--- src/rtl/sha256_kdf_seq.sv ---
// Buffers 16-word message blocks, streams each into a SHA256 core after a start-of-block strobe, then reads the 8-word digest.
// Upstream stalls via s_ready outside FILL; each digest word appears one cycle after its core_rd, done one cycle after H7.
module sha256_kdf_seq #(
  parameter int TIMEOUT = 64,
  parameter int MAX_BLK = 15
) (
  input  logic        clk,
  input  logic        rst,
  input  logic        start,
  input  logic [3:0]  nblocks,
  input  logic [31:0] s_data,
  input  logic        s_valid,
  output logic        s_ready,
  output logic [31:0] core_data,
  output logic        core_soc,
  output logic        core_rd,
  input  logic        core_eoc,
  input  logic [31:0] core_hash,
  output logic [31:0] h_data,
  output logic        h_valid,
  output logic        h_last,
  output logic        busy,
  output logic        done,
  output logic        err
);

  localparam int TW = $clog2(TIMEOUT + 1);

  typedef enum logic [2:0] {IDLE, FILL, SOC, LOAD, WAIT, READ, ERR} state_t;

  state_t        state;
  logic [3:0]    blk_left;
  logic [3:0]    wcnt;
  logic [3:0]    rcnt;
  logic [TW-1:0] tcnt;
  logic [31:0]   mem [16];
  logic          xfer;

  assign xfer = (state == FILL) && s_valid && s_ready;

  // Block buffer needs no reset: every word is rewritten before it is loaded.
  always_ff @(posedge clk) begin
    if (xfer) mem[wcnt] <= s_data;
  end

  always_ff @(posedge clk or negedge rst) begin
    if (!rst) begin
      state     <= IDLE;
      blk_left  <= 4'd0;
      wcnt      <= 4'd0;
      rcnt      <= 4'd0;
      tcnt      <= '0;
      s_ready   <= 1'b0;
      core_data <= 32'h0;
      core_soc  <= 1'b0;
      core_rd   <= 1'b0;
      h_data    <= 32'h0;
      h_valid   <= 1'b0;
      h_last    <= 1'b0;
      busy      <= 1'b0;
      done      <= 1'b0;
      err       <= 1'b0;
    end else begin
      core_soc <= 1'b0;
      done     <= 1'b0;
      err      <= 1'b0;
      // Digest path is a one-stage pipe behind core_rd.
      h_valid  <= core_rd;
      h_last   <= core_rd && (rcnt == 4'd7);
      h_data   <= core_rd ? core_hash : 32'h0;
      case (state)
        IDLE: begin
          if (start) begin
            busy <= 1'b1;
            if (nblocks != 4'd0 && nblocks <= 4'(MAX_BLK)) begin
              state    <= FILL;
              blk_left <= nblocks;
              wcnt     <= 4'd0;
              s_ready  <= 1'b1;
            end else begin
              state <= ERR;
              err   <= 1'b1;
            end
          end
        end
        FILL: begin
          if (xfer) begin
            if (wcnt == 4'd15) begin
              state    <= SOC;
              wcnt     <= 4'd0;
              s_ready  <= 1'b0;
              core_soc <= 1'b1;
            end else begin
              wcnt <= wcnt + 4'd1;
            end
          end
        end
        SOC: begin
          state     <= LOAD;
          core_data <= mem[0];
        end
        LOAD: begin
          if (wcnt == 4'd15) begin
            state     <= WAIT;
            core_data <= 32'h0;
            tcnt      <= '0;
          end else begin
            wcnt      <= wcnt + 4'd1;
            core_data <= mem[wcnt + 4'd1];
          end
        end
        WAIT: begin
          if (core_eoc) begin
            if (blk_left == 4'd1) begin
              state   <= READ;
              core_rd <= 1'b1;
              rcnt    <= 4'd0;
            end else begin
              state    <= FILL;
              blk_left <= blk_left - 4'd1;
              wcnt     <= 4'd0;
              s_ready  <= 1'b1;
            end
          end else if (tcnt == TW'(TIMEOUT - 1)) begin
            state <= ERR;
            err   <= 1'b1;
          end else begin
            tcnt <= tcnt + 1'b1;
          end
        end
        READ: begin
          // rcnt 0..7 are core_rd cycles; rcnt 8 is the cycle H7 is presented.
          if (rcnt == 4'd7) core_rd <= 1'b0;
          if (rcnt == 4'd8) begin
            state <= IDLE;
            rcnt  <= 4'd0;
            done  <= 1'b1;
            busy  <= 1'b0;
          end else begin
            rcnt <= rcnt + 4'd1;
          end
        end
        ERR: begin
          state <= IDLE;
          busy  <= 1'b0;
        end
        default: state <= IDLE;
      endcase
    end
  end

endmodule

--- config.mk ---
export PLATFORM = sky130hd
export DESIGN_NAME = sha256_kdf_seq
export DESIGN_NICKNAME = d
export VERILOG_FILES = /design/src/rtl/sha256_kdf_seq.sv
export SDC_FILE = /design/constraint.sdc
export NUM_CORES = 1
export LEC_CHECK = 0
export CAP_MARGIN = 30
export CORE_MARGIN = 5
export CORE_UTILIZATION = 30
export DETAILED_ROUTE_END_ITERATION = 7
export PLACE_DENSITY = 0.53
export SLEW_MARGIN = 20
export SYNTH_ARGS = -nofsm -noshare
export SYNTH_HDL_FRONTEND = slang
export SYNTH_SLANG_ARGS = --single-unit
export TNS_END_PERCENT = 10
--- constraint.sdc ---
create_clock -name clk -period 4.6 [get_ports clk]
set_input_delay 1.15 -clock clk [delete_from_list [all_inputs] [get_ports clk]]
set_output_delay 1.15 -clock clk [all_outputs]
set_load 0.02 [all_outputs]
Yosys cells after proc, flatten, opt, wreduce, memory -nomap -nowiden
Memories as Yosys holds them, arrays and structs flattened.
Cells that the tools add are included.
- register bits: 94
- memory bits (writable): 512
- output and inout bits: 72
- word-level logic and storage cells: 127
- memories kept: 1
- add/subtract/negate cells: 4
- order comparisons: 1
- equality and inequality tests: 25
- mux-type cells: 60
- reduce and logical (&&, ||, !) cells: 21
- memories (memory ; words ; width ; read ports ; clocked after Yosys merged registers in ; wr ports ; RTL line ; RTL):
    mem ; 16 ; 32 ; 2 ; 0 ; 1 ; 36 ; logic [31:0] mem [16];
- operators by type and width (cell ; number):
    32-bit two-way mux ; 2
    32-bit case mux with 2 select lines ; 1
    4-bit two-way mux ; 14
    3-bit two-way mux ; 9
    2-bit != test (second input constant) ; 12
    1-bit two-way mux ; 22
    7-bit two-way mux ; 3
    3-bit case mux with 6 select lines ; 1
    4-bit case mux with 2 select lines ; 2
    4-bit case mux with 4 select lines ; 1
    7-bit case mux with 2 select lines ; 1
    7-bit AND reduction ; 2
    3-bit equality test (second input constant) ; 3
    4-bit by 1-bit adder with 4-bit output (second input constant) ; 2
    4-bit equality test (second input constant) ; 2
    4-bit AND reduction ; 2
    2-bit nonzero test ; 4
    4-bit nonzero test ; 2
    7-bit by 1-bit adder with 7-bit output (second input constant) ; 1
    7-bit by 6-bit equality test with 1-bit output (second input constant) ; 1
    3-bit by 2-bit equality test with 1-bit output (second input constant) ; 2
    1-bit case mux with 3 select lines ; 2
    3-bit AND reduction ; 2
    6-bit AND reduction ; 1
    12 further kinds ; 17

Logic depth before layout (Yosys ltp)
- word-level depth: 5
- gate-level depth with buffers: 11
- gate-level depth less buffers: 7

Worst setup path before layout
No wires, ideal clock.
- kind: input-to-reg
- from: input s_valid
- to: memory mem[3][0], enable pin
- setup time: 0.461 ns
- data arrival time: 3.832 ns
- data required time: 4.139 ns
- slack: 0.307 ns
- stages on the path: 3
- buffers on the path: 0
- cell sequence: nand2_1 > or3_1 > nor3_1
- longest elaborated chain between the ends: 4
- ends and longest elaborated chain (what ; RTL line ; RTL):
    from (decl) ; 12 ; input logic s_valid,
    1-bit logical AND (2 in series) ; 39 ; assign xfer = (state == FILL) && s_valid && s_ready;
    1-bit two-way mux ; 43 ; if (xfer) mem[wcnt] <= s_data;
    1-bit two-way mux (implied by the code) ; 43 ;
    to (decl) ; 36 ;
No other way between the ends.

Final worst setup path
- from: register core_rd
- to: output core_rd
- RTL lines (what ; RTL line ; RTL):
    from (decl) ; 16 ; output logic core_rd,
    from (signal assigned) ; 56 ; core_rd <= 1'b0;
    from (signal assigned) ; 116 ; core_rd <= 1'b1;
    from (signal assigned) ; 133 ; if (rcnt == 4'd7) core_rd <= 1'b0;
No word-level cell between the ends.

==> metrics <==
Num CTS Buffers=68; Net Sw Frac=0.291; area share of the largest cell type after synthesis=0.651; Via density=4.77; DRC Markers=0; RePlAce Congestion=0.748; Slew @ Worst Pin=0.907 ns; Leak=9.79 nW; Area contributors post-synth=edfxtp_1 65%, mux4_2 12%, dfrtp_1 10%, mux2i_1 2.8%, o22a_1 1.2%; vias in the first global route=12700; Die X=291 um; Setup TNS Final=0 ns; largest area contributor in the netlist=edfxtp_1; Sequential Power Share=0.410; Synth Cell Area=23600 um2; endpoints failing setup=0; initial antenna violation count=2; commonest non-fill, non-tap cell in the layout=edfxtp_1; total number of H-tree levels=3; dominant synthesized flop cell=edfxtp_1; utilization of the core after routing=0.371; Die Footprint=84400 um2; cells after synthesis=1204; syn avg cell area=19.6 um2; Logic pwr share=0.260; largest net degree at the start of global routing=89; grt ovf=0; Max Cap Viol=0; Iteration-0 DRC Markers=818; final instance area=28800 um2; # Post-CTS Setup Buffers=0; Final Hold Viols=0; first-pass GRT wire length=83.7 mm; Post-synth EDFFs=512; nets@finish=1465; crit end category=output pin; core area=77700 um2; Hold Path Stages=1; most frequent cells in the layout=512 x edfxtp_1, 143 x clkdlybuf4s50_1, 128 x mux4_2; slowest cell delay on critical path=0.88 ns; Pint=11.6 mW; post-detail-place hpwl=32.0 mm; syn nets=1286; CP Data Arrival Time=2.22 ns; Max Clk Rate=297 MHz; CP required=3.45 ns; Final Cycle Share=0.732; Starting Density=0.304; ratio of cells with drive above 1 in the final layout=0.200; Top delay family on crit path=flip-flops; minimum clock period=3.37 ns; Worst-path clk slew=0.06 ns; Clock Skew=0.0419 ns; port bufs=144; Min Hold Slack=0.508 ns; status=complete, no violations; worst-path maximum fanout=36; Max Slew Vio Count=0; PwrDens=567 nW/um2; hold_buf cts=0; clock buffer depth=3; boundary pin count=145; WP buf/inv=1; CTS root buf=clkbuf_16; Worst IR Drop VDD=0.301 mV; DR pass1 iterations=5; met1 WL=24.9 mm; critical-path cell list=clkdlybuf4s50_1; Top Layer Used=met5; total wire length=54.9 mm; asr flop ratio synth=0.155; Met2 Wirelength=26.3 mm; RSZ-0062 raised after global routing=no; Slowest cell on crit path=dfrtp_1; sw power=4.74 mW; area grow syn2layout=22.1%; warning count from the yosys run=0; CTS sink cnt=606; Post-DP Area=26600 um2; Clk pwr share=0.329; R2R depth=5; Worst Hold Class=flip-flop to flip-flop; max_slew headroom=0.395; routed wl met3=2.66 mm; Cell variety after synth=51; vias post-DR=11800; antenna-violating nets left=0; crit path kind=flip-flop to output pin; clk_lat worst skew=0.61 ns; startpoint type of the worst setup path=flip-flop; site row count=102; sequential area share after synthesis=0.751; fillers=7092; routed len/inst=22.2 um; Yosys reg bits=606; CTS tree=done; # resized after CTS=0; Crit path depth=1; Die H=291 um; Global Route Usage Sum=0.129
==> worst paths after layout <==
check,slack (ns),to,start
hold / removal,0.51,h_last,rcnt[3]
max in group asynchronous,3.07,wcnt[0],rst
hold reg to reg,0.51,h_last,rcnt[3]
setup / recovery,1.23,core_rd,core_rd
setup reg to reg,1.59,mem[3][25],state[0]
min in group asynchronous,0.61,done,rst
==> power by group through the flow <==
stage	logic, mW	registers, mW	clock network, mW
after floorplan	2.71	6.89	0
after global placement	4.34	6.81	0
after detailed placement	4.37	6.82	0
after CTS	4.38	6.71	5.54
after global routing	4.63	6.75	5.79
final	4.25	6.70	5.38
==> final cells by class <==
class,instances,area (um2),share of cell area
sequential,606,17700,0.615
multi-input combinational,489,5560,0.193
clock buffer,93,1900,0.0659
timing repair buffer,175,1810,0.0628
tap,1040,1300,0.0451
clock inverter,32,355,0.0123
inverter,43,161,0.00560
antenna,1,2.50,0.0000868
==> cell families (layout without fill, tap and decap cells) <==
family,count (synthesis),after routing,synth area share
muxes,193,193,0.150
AOI/OAI and AO/OA,145,145,0.0417
DFF,606,606,0.751
adders and majority gates,9,9,0.00477
xor gates and xnor gates,7,7,0.00260
buffers and inverters,109,343,0.0205
other,0,1,0
and+or+nand+nor,135,135,0.0298
==> sequential cells by signal, summed over array words and instances (netlist names), 3 cells and up <==
signal     count
rcnt           4
core_data     32
mem          512
blk_left       4
tcnt           7
h_data        32
state          3
wcnt           4
==> metrics by stage <==
stage          setup WS [ns]  instances  total power [mW]
3_5_place_dp           0.830       2353              11.2
3_3_place_gp           0.828       2353              11.2
5_1_grt                 1.00       2478              17.2
2_1_floorplan          0.307       1204              9.60
6_report                1.23       2479              16.3
4_1_cts                 1.10       2478              16.6
==> cells in the mapped netlist, types with 17 or more instances <==
library cell and n:
and2_1 33, buf_2 18, clkbuf_1 31, dfrtp_1 94
edfxtp_1 512, inv_1 43, mux2i_1 65, mux4_2 128
nand2_1 25, nand3_1 17, nor2_1 28, o21ai_1 38
o22a_1 32, o22ai_1 32
==> routing by layer <==
layer  global-route usage  vias to the layer above
met5                    0                        -
met3               0.0290                       73
li1                     -                     5214
met4               0.0321                        2
met1                0.181                     6242
met2                0.207                      301
No activity file was read; power rests on OpenSTA's default activity.
